### config.mk
export PLATFORM = sky130hd
export DESIGN_NAME = uart_rx
export DESIGN_NICKNAME = d
export VERILOG_FILES = /design/src/rtl/uart_rx.sv
export SDC_FILE = /design/constraint.sdc
export NUM_CORES = 1
export LEC_CHECK = 0
export CAP_MARGIN = 15
export CORE_UTILIZATION = 64
export CTS_CLUSTER_DIAMETER = 50
export DETAILED_ROUTE_END_ITERATION = 8
export GPL_TIMING_DRIVEN = 0
export PLACE_DENSITY = 0.94
export REMOVE_ABC_BUFFERS = 1
export SYNTH_ARGS = -nofsm -noshare
export SYNTH_HDL_FRONTEND = slang
export SYNTH_SLANG_ARGS = --single-unit
### constraint.sdc
create_clock -name system_clk -period 6.6 [get_ports system_clk]
set_input_delay 1.32 -clock system_clk [delete_from_list [all_inputs] [get_ports system_clk]]
set_output_delay 1.32 -clock system_clk [all_outputs]
set_load 0.01 [all_outputs]
### src/rtl/uart_rx.sv
// 8N1 UART receiver with x16 oversampling, a selectable divisor, and a single-entry output holding register.
// The register reports framing and overrun errors. After a stop bit sampled low, the receiver waits in BREAK until the line returns high.
module uart_rx #(
  parameter int DIV0 = 651,
  parameter int DIV1 = 326,
  parameter int DIV2 = 163,
  parameter int DIV3 = 109
) (
  input  logic       system_clk,
  input  logic       reset_n,
  input  logic [1:0] baud_config,
  input  logic       rx_serial,
  input  logic       rx_ack,
  output logic [7:0] rx_data,
  output logic       rx_valid,
  output logic       framing_error,
  output logic       overrun_error,
  output logic       rx_busy
);

  typedef enum logic [2:0] {IDLE, START, DATA, STOP, BREAK} state_t;

  state_t      state_q, state_d;
  logic        sync1_q, sync2_q;
  logic [15:0] div_q, div_d;
  logic [15:0] tick_cnt_q, tick_cnt_d;
  logic [3:0]  samp_cnt_q, samp_cnt_d;
  logic [2:0]  bit_cnt_q, bit_cnt_d;
  logic [7:0]  shift_q, shift_d;
  logic        deliver_q, deliver_d;
  logic        stop_bit_q, stop_bit_d;
  logic [7:0]  rx_data_q, rx_data_d;
  logic        rx_valid_q, rx_valid_d;
  logic        fe_q, fe_d;
  logic        ovr_q, ovr_d;
  logic        rx_s;
  logic        tick;

  function automatic logic [15:0] sel_div(input logic [1:0] cfg);
    case (cfg)
      2'b00:   sel_div = 16'(DIV0);
      2'b01:   sel_div = 16'(DIV1);
      2'b10:   sel_div = 16'(DIV2);
      default: sel_div = 16'(DIV3);
    endcase
  endfunction

  assign rx_s = sync2_q;
  assign tick = (state_q != IDLE) && (tick_cnt_q == div_q - 16'd1);

  always_comb begin
    state_d    = state_q;
    div_d      = div_q;
    samp_cnt_d = samp_cnt_q;
    bit_cnt_d  = bit_cnt_q;
    shift_d    = shift_q;
    deliver_d  = 1'b0;
    stop_bit_d = stop_bit_q;
    rx_data_d  = rx_data_q;
    rx_valid_d = rx_valid_q;
    fe_d       = fe_q;
    ovr_d      = ovr_q;

    if (state_q == IDLE || tick) tick_cnt_d = 16'd0;
    else                         tick_cnt_d = tick_cnt_q + 16'd1;

    case (state_q)
      IDLE: begin
        if (!rx_s) begin
          state_d    = START;
          div_d      = sel_div(baud_config);
          samp_cnt_d = 4'd0;
          bit_cnt_d  = 3'd0;
        end
      end
      START: begin
        // Mid-bit check rejects glitches shorter than half a bit
        if (tick) begin
          if (samp_cnt_q == 4'd7) begin
            samp_cnt_d = 4'd0;
            state_d    = rx_s ? IDLE : DATA;
          end else begin
            samp_cnt_d = samp_cnt_q + 4'd1;
          end
        end
      end
      DATA: begin
        if (tick) begin
          if (samp_cnt_q == 4'd15) begin
            samp_cnt_d = 4'd0;
            shift_d    = {rx_s, shift_q[7:1]};
            bit_cnt_d  = bit_cnt_q + 3'd1;
            if (bit_cnt_q == 3'd7) state_d = STOP;
          end else begin
            samp_cnt_d = samp_cnt_q + 4'd1;
          end
        end
      end
      STOP: begin
        if (tick) begin
          if (samp_cnt_q == 4'd15) begin
            samp_cnt_d = 4'd0;
            deliver_d  = 1'b1;
            stop_bit_d = rx_s;
            state_d    = rx_s ? IDLE : BREAK;
          end else begin
            samp_cnt_d = samp_cnt_q + 4'd1;
          end
        end
      end
      BREAK: begin
        if (rx_s) state_d = IDLE;
      end
      default: state_d = IDLE;
    endcase

    // An acknowledge in the delivery cycle frees the holding register for the new byte
    if (deliver_q) begin
      if (!rx_valid_q || rx_ack) begin
        rx_data_d  = shift_q;
        rx_valid_d = 1'b1;
        fe_d       = ~stop_bit_q;
        if (rx_ack) ovr_d = 1'b0;
      end else begin
        ovr_d = 1'b1;
      end
    end else if (rx_ack) begin
      rx_valid_d = 1'b0;
      ovr_d      = 1'b0;
    end
  end

  always_ff @(posedge system_clk or negedge reset_n) begin
    if (!reset_n) begin
      sync1_q    <= 1'b1;
      sync2_q    <= 1'b1;
      state_q    <= IDLE;
      div_q      <= 16'(DIV0);
      tick_cnt_q <= 16'd0;
      samp_cnt_q <= 4'd0;
      bit_cnt_q  <= 3'd0;
      shift_q    <= 8'h00;
      deliver_q  <= 1'b0;
      stop_bit_q <= 1'b1;
      rx_data_q  <= 8'h00;
      rx_valid_q <= 1'b0;
      fe_q       <= 1'b0;
      ovr_q      <= 1'b0;
    end else begin
      sync1_q    <= rx_serial;
      sync2_q    <= sync1_q;
      state_q    <= state_d;
      div_q      <= div_d;
      tick_cnt_q <= tick_cnt_d;
      samp_cnt_q <= samp_cnt_d;
      bit_cnt_q  <= bit_cnt_d;
      shift_q    <= shift_d;
      deliver_q  <= deliver_d;
      stop_bit_q <= stop_bit_d;
      rx_data_q  <= rx_data_d;
      rx_valid_q <= rx_valid_d;
      fe_q       <= fe_d;
      ovr_q      <= ovr_d;
    end
  end

  assign rx_data       = rx_data_q;
  assign rx_valid      = rx_valid_q;
  assign framing_error = fe_q;
  assign overrun_error = ovr_q;
  assign rx_busy       = (state_q != IDLE);

endmodule

# Word level (Yosys, flattened, before mapping)
# Index checks and enable logic that the tools add are counted.
[classes] reduce_logical=19 bitwise_logic=2 muxes=33 n_eq_ne=21 n_addsub=4
[ops] operator="3-bit two-way mux" n=13
[ops] operator="10-bit one-hot mux with 3 select lines" n=1
[ops] operator="4-bit two-way mux" n=5
[ops] operator="2-bit != test, second input constant" n=9
[ops] operator="16-bit by 1-bit adder with 16-bit output, second input constant" n=1
[ops] operator="16-bit equality test" n=1
[ops] operator="16-bit two-way mux" n=1
[ops] operator="16-bit by 1-bit subtractor with 16-bit output, second input constant" n=1
[ops] operator="3-bit one-hot mux with 5 select lines" n=1
[ops] operator="4-bit one-hot mux with 3 select lines" n=1
[ops] operator="1-bit two-way mux" n=9
[ops] operator="9-bit AND reduction" n=1
[ops] operator="4-bit AND reduction" n=2
[ops] operator="3-bit by 2-bit equality test with 1-bit output, second input constant" n=2
[ops] operator="3-bit equality test, second input constant" n=2
[ops] operator="3-bit one-hot mux with 2 select lines" n=1
[ops] operator="2-bit AND reduction" n=3
[ops] operator="3-bit AND reduction" n=2
[ops] operator="3-bit nonzero test" n=2
[ops] operator="4-bit by 1-bit adder with 4-bit output, second input constant" n=1
[ops] operator="4-bit by 3-bit equality test with 1-bit output, second input constant" n=1
[ops] operator="4-bit equality test, second input constant" n=1
[ops] operator="2-bit by 1-bit != test with 1-bit output, second input constant" n=2
[ops] operator="2-bit nonzero test" n=2
[ops] operator="12 further kinds" n=14
[totals] elab_cells=93 reg_bits=65

# Logic depth before layout (Yosys ltp)
# Gate-level depths: netlist of the first run.
[logic_depth] depth_word=5 ltp_mapped=10 mapped_depth_nobuf=8

# Least setup slack after synthesis of the first run
# Ideal clock, no wire load.
[synth_path] path_kind="register to register" start="register div_q[0]" end="register shift_q[0]" path_slack_ns=3.827 stages_incl_launch_ff=10 t_required_ns=6.472 arrival_time_ns=2.646 cell_sequence="dfstp_2 -> buf_6 -> inv_1 -> ha_1 -> o21ai_0 -> a211oi_1 -> or4_4 -> a222oi_1 -> nand4_4 -> mux2_1"
[synth_via] elab_chain_len=4
[synth_rtl] item="start, declared" line_no="25" source="logic [15:0] div_q, div_d;"
[synth_rtl] item="start signal, assigned" line_no="138" source="div_q <= 16'(DIV0);"
[synth_rtl] item="start signal, assigned" line_no="153" source="div_q <= div_d;"
[synth_rtl] item="16-bit by 1-bit subtractor with 16-bit output" line_no="49" source="assign tick = (state_q != IDLE) && (tick_cnt_q == div_q - 16'd1);"
[synth_rtl] item="16-bit equality test" line_no="49"
[synth_rtl] item="1-bit logical AND" line_no="49"
[synth_rtl] item="3-bit AND reduction (no line)"
[synth_rtl] item="end signal, assigned" line_no="157" source="shift_q <= shift_d;"
[synth_rtl] item="end, declared" line_no="29" source="logic [7:0] shift_q, shift_d;"
# No other way between the ends.
# A chain may end at the register's enable or synchronous reset.

# Worst setup path in the final report of the first run
[layout_path] start="register state_q[1]" end="output port rx_busy"
[layout_via] elab_chain_len=1
[layout_rtl] item="start, declared" line_no="23" source="state_t state_q, state_d;"
[layout_rtl] item="start signal, assigned" line_no="152" source="state_q <= state_d;"
[layout_rtl] item="3-bit nonzero test" line_no="171" source="assign rx_busy = (state_q != IDLE);"
[layout_rtl] item="end, declared" line_no="18" source="output logic rx_busy"
# No other way between the ends.

==> metrics.txt, run 1 <==
crit end category=primary output; worst hold path class=flop to flop; ANT nets after route=0; Post-DP HPWL=about 4700 um; Fillers=between 300 and 400; Slew Viols, Final=0; Fin. Hold Viols=0; nets@finish=~350; DR pass1 iterations=7; Sequential Power Share=between 40 and 50%; post-CTS setup buffer count=0; hold_ws=0.3564 ns; Post-Synthesis Cells=between 300 and 400; Sw Pwr=between 200 and 300 uW; VDD IR-drop max=around 0.21 mV; CTS buffer count=9; yosys warns=0; via count=between 2000 and 2500; most frequent cells in the layout=49 x dfrtp_1, 30 x nand2_1, 17 x xnor2_1; I/O pin total=18; Min Clock Period, post-route=approximately 3.6 ns; antenna diode count=0; register area share after synthesis=between 40% and 50%; FF+latch area=1436 sq um; largest net degree at the start of global routing=31; area grow syn2layout=11.35%; CTS tree=done; Clock Power Share=31.0%; max incr delay on CP=0.76 ns; CTS Hold Bufs=0; WP data arrival=about 2.3 ns; Post-Route WL=about 6500 um; Seq cells post-synth=57; CP Launch Type=flop; Net Sw Frac=slightly above 30%; number of enable flip-flop cells after synthesis=0; post-DR wirelength/cell=roughly 16 um; Remaining DRCs=0; core area=~4800 sq um; unrepaired setup endpoints after global routing=false; Rows=25; setup TNS=0 ns; fmax=between 200 and 300 MHz; Most used DFF post-synth=dfrtp_1; Gate power share=19.2%; area of the multi-input gates=between 1500 and 2000 sq um; worst slew pin tran=1.013 ns; share of cells above drive strength 1=a little over a fifth; Req. time, crit path=5.28 ns; chip height=~74 um; PD cells=between 200 and 250 nW/um^2; clock slew at reported path FFs=roughly 0.060 ns; first-pass GRT wire length=around 11000 um; CP max FO=12; # clock sinks=between 50 and 60; 1st-iter DRT viols=roughly 150; Synth Cell Area=3307 sq um; Leakage=about 0.0017 uW; worst skew pair latency=0.34 ns; P_int=around 610 uW; status=finished, final reports clean; Rel. slew slack=between 30% and 40%; Clock Path Buffers=2; worst clock skew=roughly 0.0045 ns; DIE AREA=roughly 5500 sq um; count of cell types in the netlist=60; vias per inst=6.103; initial antenna violation count=0; Remaining Overflow, GRT=0; async set-reset flop share out of synthesis=100.0%; maxcap violations=0; Top Family by Delay on Critical Path=simple AND/OR/NAND/NOR gates; commonest non-fill, non-tap cell in the layout=dfrtp_1; # setup viols final=0; # resized after CTS=0; final cycle utilization of the critical path=between 50% and 60%; H-Tree Depth=3; Starting Density=approximately two thirds; Die Width=between 70 and 80 um; vias in the first global route=~2400; crit path buf inv count=2; gp weighted congestion=between 0.8 and 0.9; crit path kind=flop to primary output; Critical Path Slowest Stage Cell=nor3_2; GRT Overall Usage=27.12%; Post-Syn Area per Cell=~11 sq um; # port buffers=17; CTS root buffer=clkbuf_8; Cell Chain, Critical Path=nor3_2, inv_1, clkdlybuf4s50_1
-- final timing paths --
| check | end | startpoint | slack, ns | depth (start not counted) |
|---|---|---|---|---|
| worst max-delay path | rx_busy | state_q[1]$_DFFE_PN0P_ | 2.97 | 3 |
| worst min-delay path | rx_s$_DFF_PN1_ | sync1_q$_DFF_PN1_ | 0.36 | 0 |
| worst max register to register | samp_cnt_q[3]$_DFFE_PN0P_ | div_q[0]$_DFFE_PN1P_ | 3.19 | 8 |
| worst min register to register | rx_s$_DFF_PN1_ | sync1_q$_DFF_PN1_ | 0.36 | 0 |
| max in group asynchronous | stop_bit_q$_DFFE_PN1P_ | reset_n | 4.94 | 2 |
| min in group asynchronous | tick_cnt_q[4]$_DFF_PN0_ | reset_n | 1.01 | 1 |
-- worst reg2reg max path: cells and delay by family, from the launching register on --
family                   cells  cell delay, ns
AO/OA/AOI/OAI                2            0.81
buffers and inverters        1            0.07
multiplexers                 1            0.26
AND/OR/NAND/NOR              3            1.28
adder cells (fa/ha/maj)      1            0.27
flip-flops                   1            0.64
-- power by group through the flow --
stage / Sequential [uW] / Clock, uW / Combinational, uW
after floorplan: 427 / 0 / 135
after global placement: 439 / 0 / 159
after detailed placement: 440 / 0 / 168
after CTS: 435 / 277 / 168
after global routing: 442 / 293 / 191
final: 437 / 272 / 168
-- per-stage QoR --
step / instances / setup slack [ns] / instance area (sq um) / power (uW) / utilization, %
after floorplan: 298 / 3.096 / 3236 / 562.5 / -
after global placement: 382 / 1.940 / 3490 / 598.2 / 71.97
after detailed placement: 384 / 3.196 / 3521 / 608.3 / 72.62
after CTS: 399 / 2.977 / 3682 / 880.3 / 75.95
after global routing: 399 / 2.889 / 3682 / 926.0 / 75.95
final: 399 / 2.972 / 3682 / 877.6 / 75.95
-- area by class of cell --
| type | instances | share of cell area [%] |
|---|---|---|
| Inverter | 12 | 1.223 |
| Tap cell | 67 | 2.277 |
| Timing Repair Buffer | 19 | 5.335 |
| Clock inverter | 4 | 0.5437 |
| Clock buffer | 11 | 3.840 |
| Sequential cell | 57 | 39.01 |
| Multi-Input combinational cell | 229 | 47.77 |
-- Yosys cell counts, types with 3 or more instances --
cell / instances / area, sq um
nor2_1: 15 / 56.30
and3_1: 4 / 25.02
nand3_1: 10 / 50.05
xnor2_1: 17 / 148.9
clkbuf_1: 8 / 30.03
buf_2: 3 / 15.01
nor3_1: 16 / 80.08
nand2b_1: 3 / 18.77
nor2b_1: 3 / 18.77
nand2_1: 30 / 112.6
nor3_2: 10 / 100.1
nand4_1: 7 / 43.79
ha_1: 11 / 137.6
mux2_2: 15 / 168.9
dfrtp_1: 49 / 1226
xor2_1: 6 / 52.55
inv_1: 12 / 45.04
and2_1: 3 / 18.77
mux2i_1: 7 / 70.07
dfstp_2: 8 / 210.2
nor4_1: 3 / 18.77
o21ai_0: 11 / 55.05
a211oi_1: 4 / 30.03
a211o_1: 3 / 26.28
a21oi_1: 7 / 35.03
-- cells by family after synthesis --
logic type | after synthesis | share of synthesized area [%]
flip-flops | 57 | 43.44
multiplexers | 25 | 8.362
buffers and inverters | 26 | 3.518
AND/OR/NAND/NOR | 131 | 25.84
XOR/XNOR | 23 | 6.091
AO/OA/AOI/OAI | 39 | 8.589
adder cells (fa/ha/maj) | 11 | 4.162
-- per-layer routing --
metal	share of wire [%]	track usage, %	wire [um]
met5	0	0	0
met4	1.5	11.75	99
met3	5.3	7.819	345
met2	49	43.12	3186
met1	44	34.53	2831
-- registers in the layout, summed over array words and instances (netlist names) --
register / cells
div_q: 8
rx_data: 8
rx_s: 1
bit_cnt_q: 3
rx_valid: 1
tick_cnt_q: 16
shift_q: 8
stop_bit_q: 1
deliver_q: 1
sync1_q: 1
samp_cnt_q: 4
state_q: 3
framing_error: 1
overrun_error: 1
No activity file was read; power rests on OpenSTA's default activity.
==> run 2, diff against run 1 <==
--- a/config.mk
+++ b/config.mk
@@ -6,11 +6,11 @@
 export NUM_CORES = 1
 export LEC_CHECK = 0
 export CAP_MARGIN = 15
-export CORE_UTILIZATION = 64
+export CORE_UTILIZATION = 54
 export CTS_CLUSTER_DIAMETER = 50
 export DETAILED_ROUTE_END_ITERATION = 8
 export GPL_TIMING_DRIVEN = 0
-export PLACE_DENSITY = 0.94
+export PLACE_DENSITY = 0.86
 export REMOVE_ABC_BUFFERS = 1
 export SYNTH_ARGS = -nofsm -noshare
 export SYNTH_HDL_FRONTEND = slang
==> constraint.sdc (replaced) <==
create_clock -name system_clk -period 3.2 [get_ports system_clk]
set_input_delay 0.64 -clock system_clk [delete_from_list [all_inputs] [get_ports system_clk]]
set_output_delay 0.64 -clock system_clk [all_outputs]
set_load 0.01 [all_outputs]
==> metrics.txt, run 2 (synthesized netlist as in run 1, its figures left out) <==
Clock Path Buffers=2 (unchanged); worst slew pin tran=0.7291 ns (was 1.013 ns); crit path kind=flop to flop (was flop to primary output); post-DR wirelength/cell=16.49 um (was 16.20 um); Slew Viols, Final=0 (unchanged); WP data arrival=3.32 ns (was 2.31 ns); initial antenna violation count=0 (unchanged); Die Width=80.26 um (was 73.88 um); via count=2462 (was 2435); worst skew pair latency=0.35 ns (was 0.34 ns); CTS root buffer=clkbuf_8 (unchanged); Pwr Total=1928 uW (was 877.6 uW); FF+latch area=1436 sq um (unchanged); share of cells above drive strength 1=22.62% (was 21.69%); DR pass1 iterations=4 (was 7); H-Tree Depth=3 (unchanged); # setup viols final=0 (unchanged); P_int=1335 uW (was 605.1 uW); Fin. Hold Viols=0 (unchanged); vias per inst=5.990 (was 6.103); DIE AREA=6441 sq um (was 5458 sq um); final std cell area, no fill=3750 sq um (was 3682 sq um); PD cells=514.2 nW/um^2 (was 238.3 nW/um^2); maxcap violations=0 (unchanged); gp weighted congestion=0.8798 (was 0.8486); # resized after CTS=0 (unchanged); CP Launch Type=flop (unchanged); largest net degree at the start of global routing=43 (was 31); Fillers=455 (was 309); Min Clock Period, post-route=3.080 ns; ANT nets after route=0 (unchanged); Post-Route WL=6778 um (was 6463 um); largest register by flop count=tick_cnt_q (unchanged); Net Sw Frac=30.78% (was 31.05%); commonest non-fill, non-tap cell in the layout=dfrtp_1 (unchanged); antenna diode count=0 (unchanged); Sequential Power Share=46.9% (was 49.8%); setup TNS=0 ns (unchanged); I/O pin total=18 (unchanged); # port buffers=17 (unchanged); crit end category=flop (was primary output); Clock Power Share=34.9% (was 31.0%); 1st-iter DRT viols=197 (was 154); fmax=approximately 320 MHz; Req. time, crit path=3.44 ns (was 5.28 ns); CTS tree=done (unchanged); Placed Area=3531 sq um (was 3521 sq um); Leakage=0.001684 uW (was 0.001661 uW); unrepaired setup endpoints after global routing=false (unchanged); area grow syn2layout=13.39% (was 11.35%); vias in the first global route=2399 (was 2394); final cycle utilization of the critical path=96.24%; Rel. slew slack=50.95% (was 32.37%); Rows=28 (was 25); nets@finish=348 (was 345); CP max FO=9 (was 12); VDD IR-drop max=0.2915 mV (was 0.2095 mV); Remaining DRCs=0 (unchanged); Gate power share=18.2% (was 19.2%); Post-DP HPWL=4712 um (was 4650 um); Sw Pwr=593.5 uW (was 272.5 uW); number of flip-flops in the largest register=16 (unchanged); core area=5921 sq um (was 4848 sq um); clock slew at reported path FFs=0.07 ns (was 0.06 ns); first-pass GRT wire length=11340 um (was 11050 um); # clock sinks=57 (unchanged); GRT Overall Usage=23.74% (was 27.12%); hold_ws=0.2020 ns (was 0.3564 ns); chip height=80.26 um (was 73.88 um); status=finished, final reports clean (unchanged); Remaining Overflow, GRT=0 (unchanged); most frequent cells in the layout=49 x dfrtp_1, 30 x nand2_1, 17 x xnor2_1 (unchanged); worst clock skew=0.009742 ns (was 0.004475 ns); CTS Hold Bufs=0 (unchanged); CTS buffer count=9 (unchanged); area of the multi-input gates=1759 sq um (unchanged); Starting Density=55.85% (was 68.21%); worst hold path class=input pin to asynchronous set/reset pin (was flop to flop)
-- run 2: changes by cell type in the layout (fill, tap and decap cells not counted), sizes merged --
cell	previous run	this run
bufinv	0	1
buf	3	6
clkinv	4	2
clkinvlp	0	2
-- run 2: path summary, 6_finish.rpt --
check	start	to	slack (ns)	cells after the start
setup / recovery	div_q[0]$_DFFE_PN1P_	shift_q[0]$_DFFE_PN0P_	0.12	8
min in group system_clk	sync1_q$_DFF_PN1_	rx_s$_DFF_PN1_	0.36	0
setup reg to reg	div_q[0]$_DFFE_PN1P_	shift_q[0]$_DFFE_PN0P_	0.12	8
hold / removal	reset_n	tick_cnt_q[12]$_DFF_PN0_	0.20	1
hold reg to reg	sync1_q$_DFF_PN1_	rx_s$_DFF_PN1_	0.36	0
max in group asynchronous	reset_n	stop_bit_q$_DFFE_PN1P_	2.40	2
-- run 2: routing by layer --
metal  up-vias  share of wire, %  track usage (%)
li1       1164                 -                -
met1      1216                43            28.99
met2        59                50            37.95
met3        23               3.5            5.568
met4         0               3.8            14.46
met5         -                 0                0
-- run 2: stage by stage --
step           util, %  worst slack [ns]  cells
2_1_floorplan        -            0.1386    298
3_3_place_gp     59.11           -0.9153    390
3_5_place_dp     59.64           -0.2238    392
4_1_cts          63.33            0.1240    411
5_1_grt          63.33           0.01804    411
6_report         63.33            0.1204    411
-- run 2: what timing repair did --
item	in CTS	in global routing
endpoints found under the hold margin	0	0
buffers inserted	3	0
setup endpoints to repair	17	0
-- run 2: power by group through the flow --
stage	clock, uW	sequential, uW	combinational [uW]
3_5_place_dp	0	913	348
3_3_place_gp	0	904	329
5_1_grt	710	914	394
6_report	673	904	351
4_1_cts	684	902	353
2_1_floorplan	0	881	279
-- run 2: area by class of cell --
| cell class | count | share of cell area [%] |
|---|---|---|
| Multi-Input combinational cell | 229 | 46.91 |
| Sequential cell | 57 | 38.30 |
| Timing Repair Buffer | 22 | 5.839 |
| Clock buffer | 11 | 3.770 |
| Tap cell | 75 | 2.503 |
| Clock inverter | 5 | 1.468 |
| Inverter | 12 | 1.201 |
-- run 2: critical path: stages, from the launching register on --
cell      delay, ns
dfstp_2        0.64
inv_1          0.07
ha_1           0.28
o21ai_0        0.11
a211oi_1       0.11
or4_4          0.54
a222oi_1       0.55
nand4_4        0.28
mux2_1         0.38
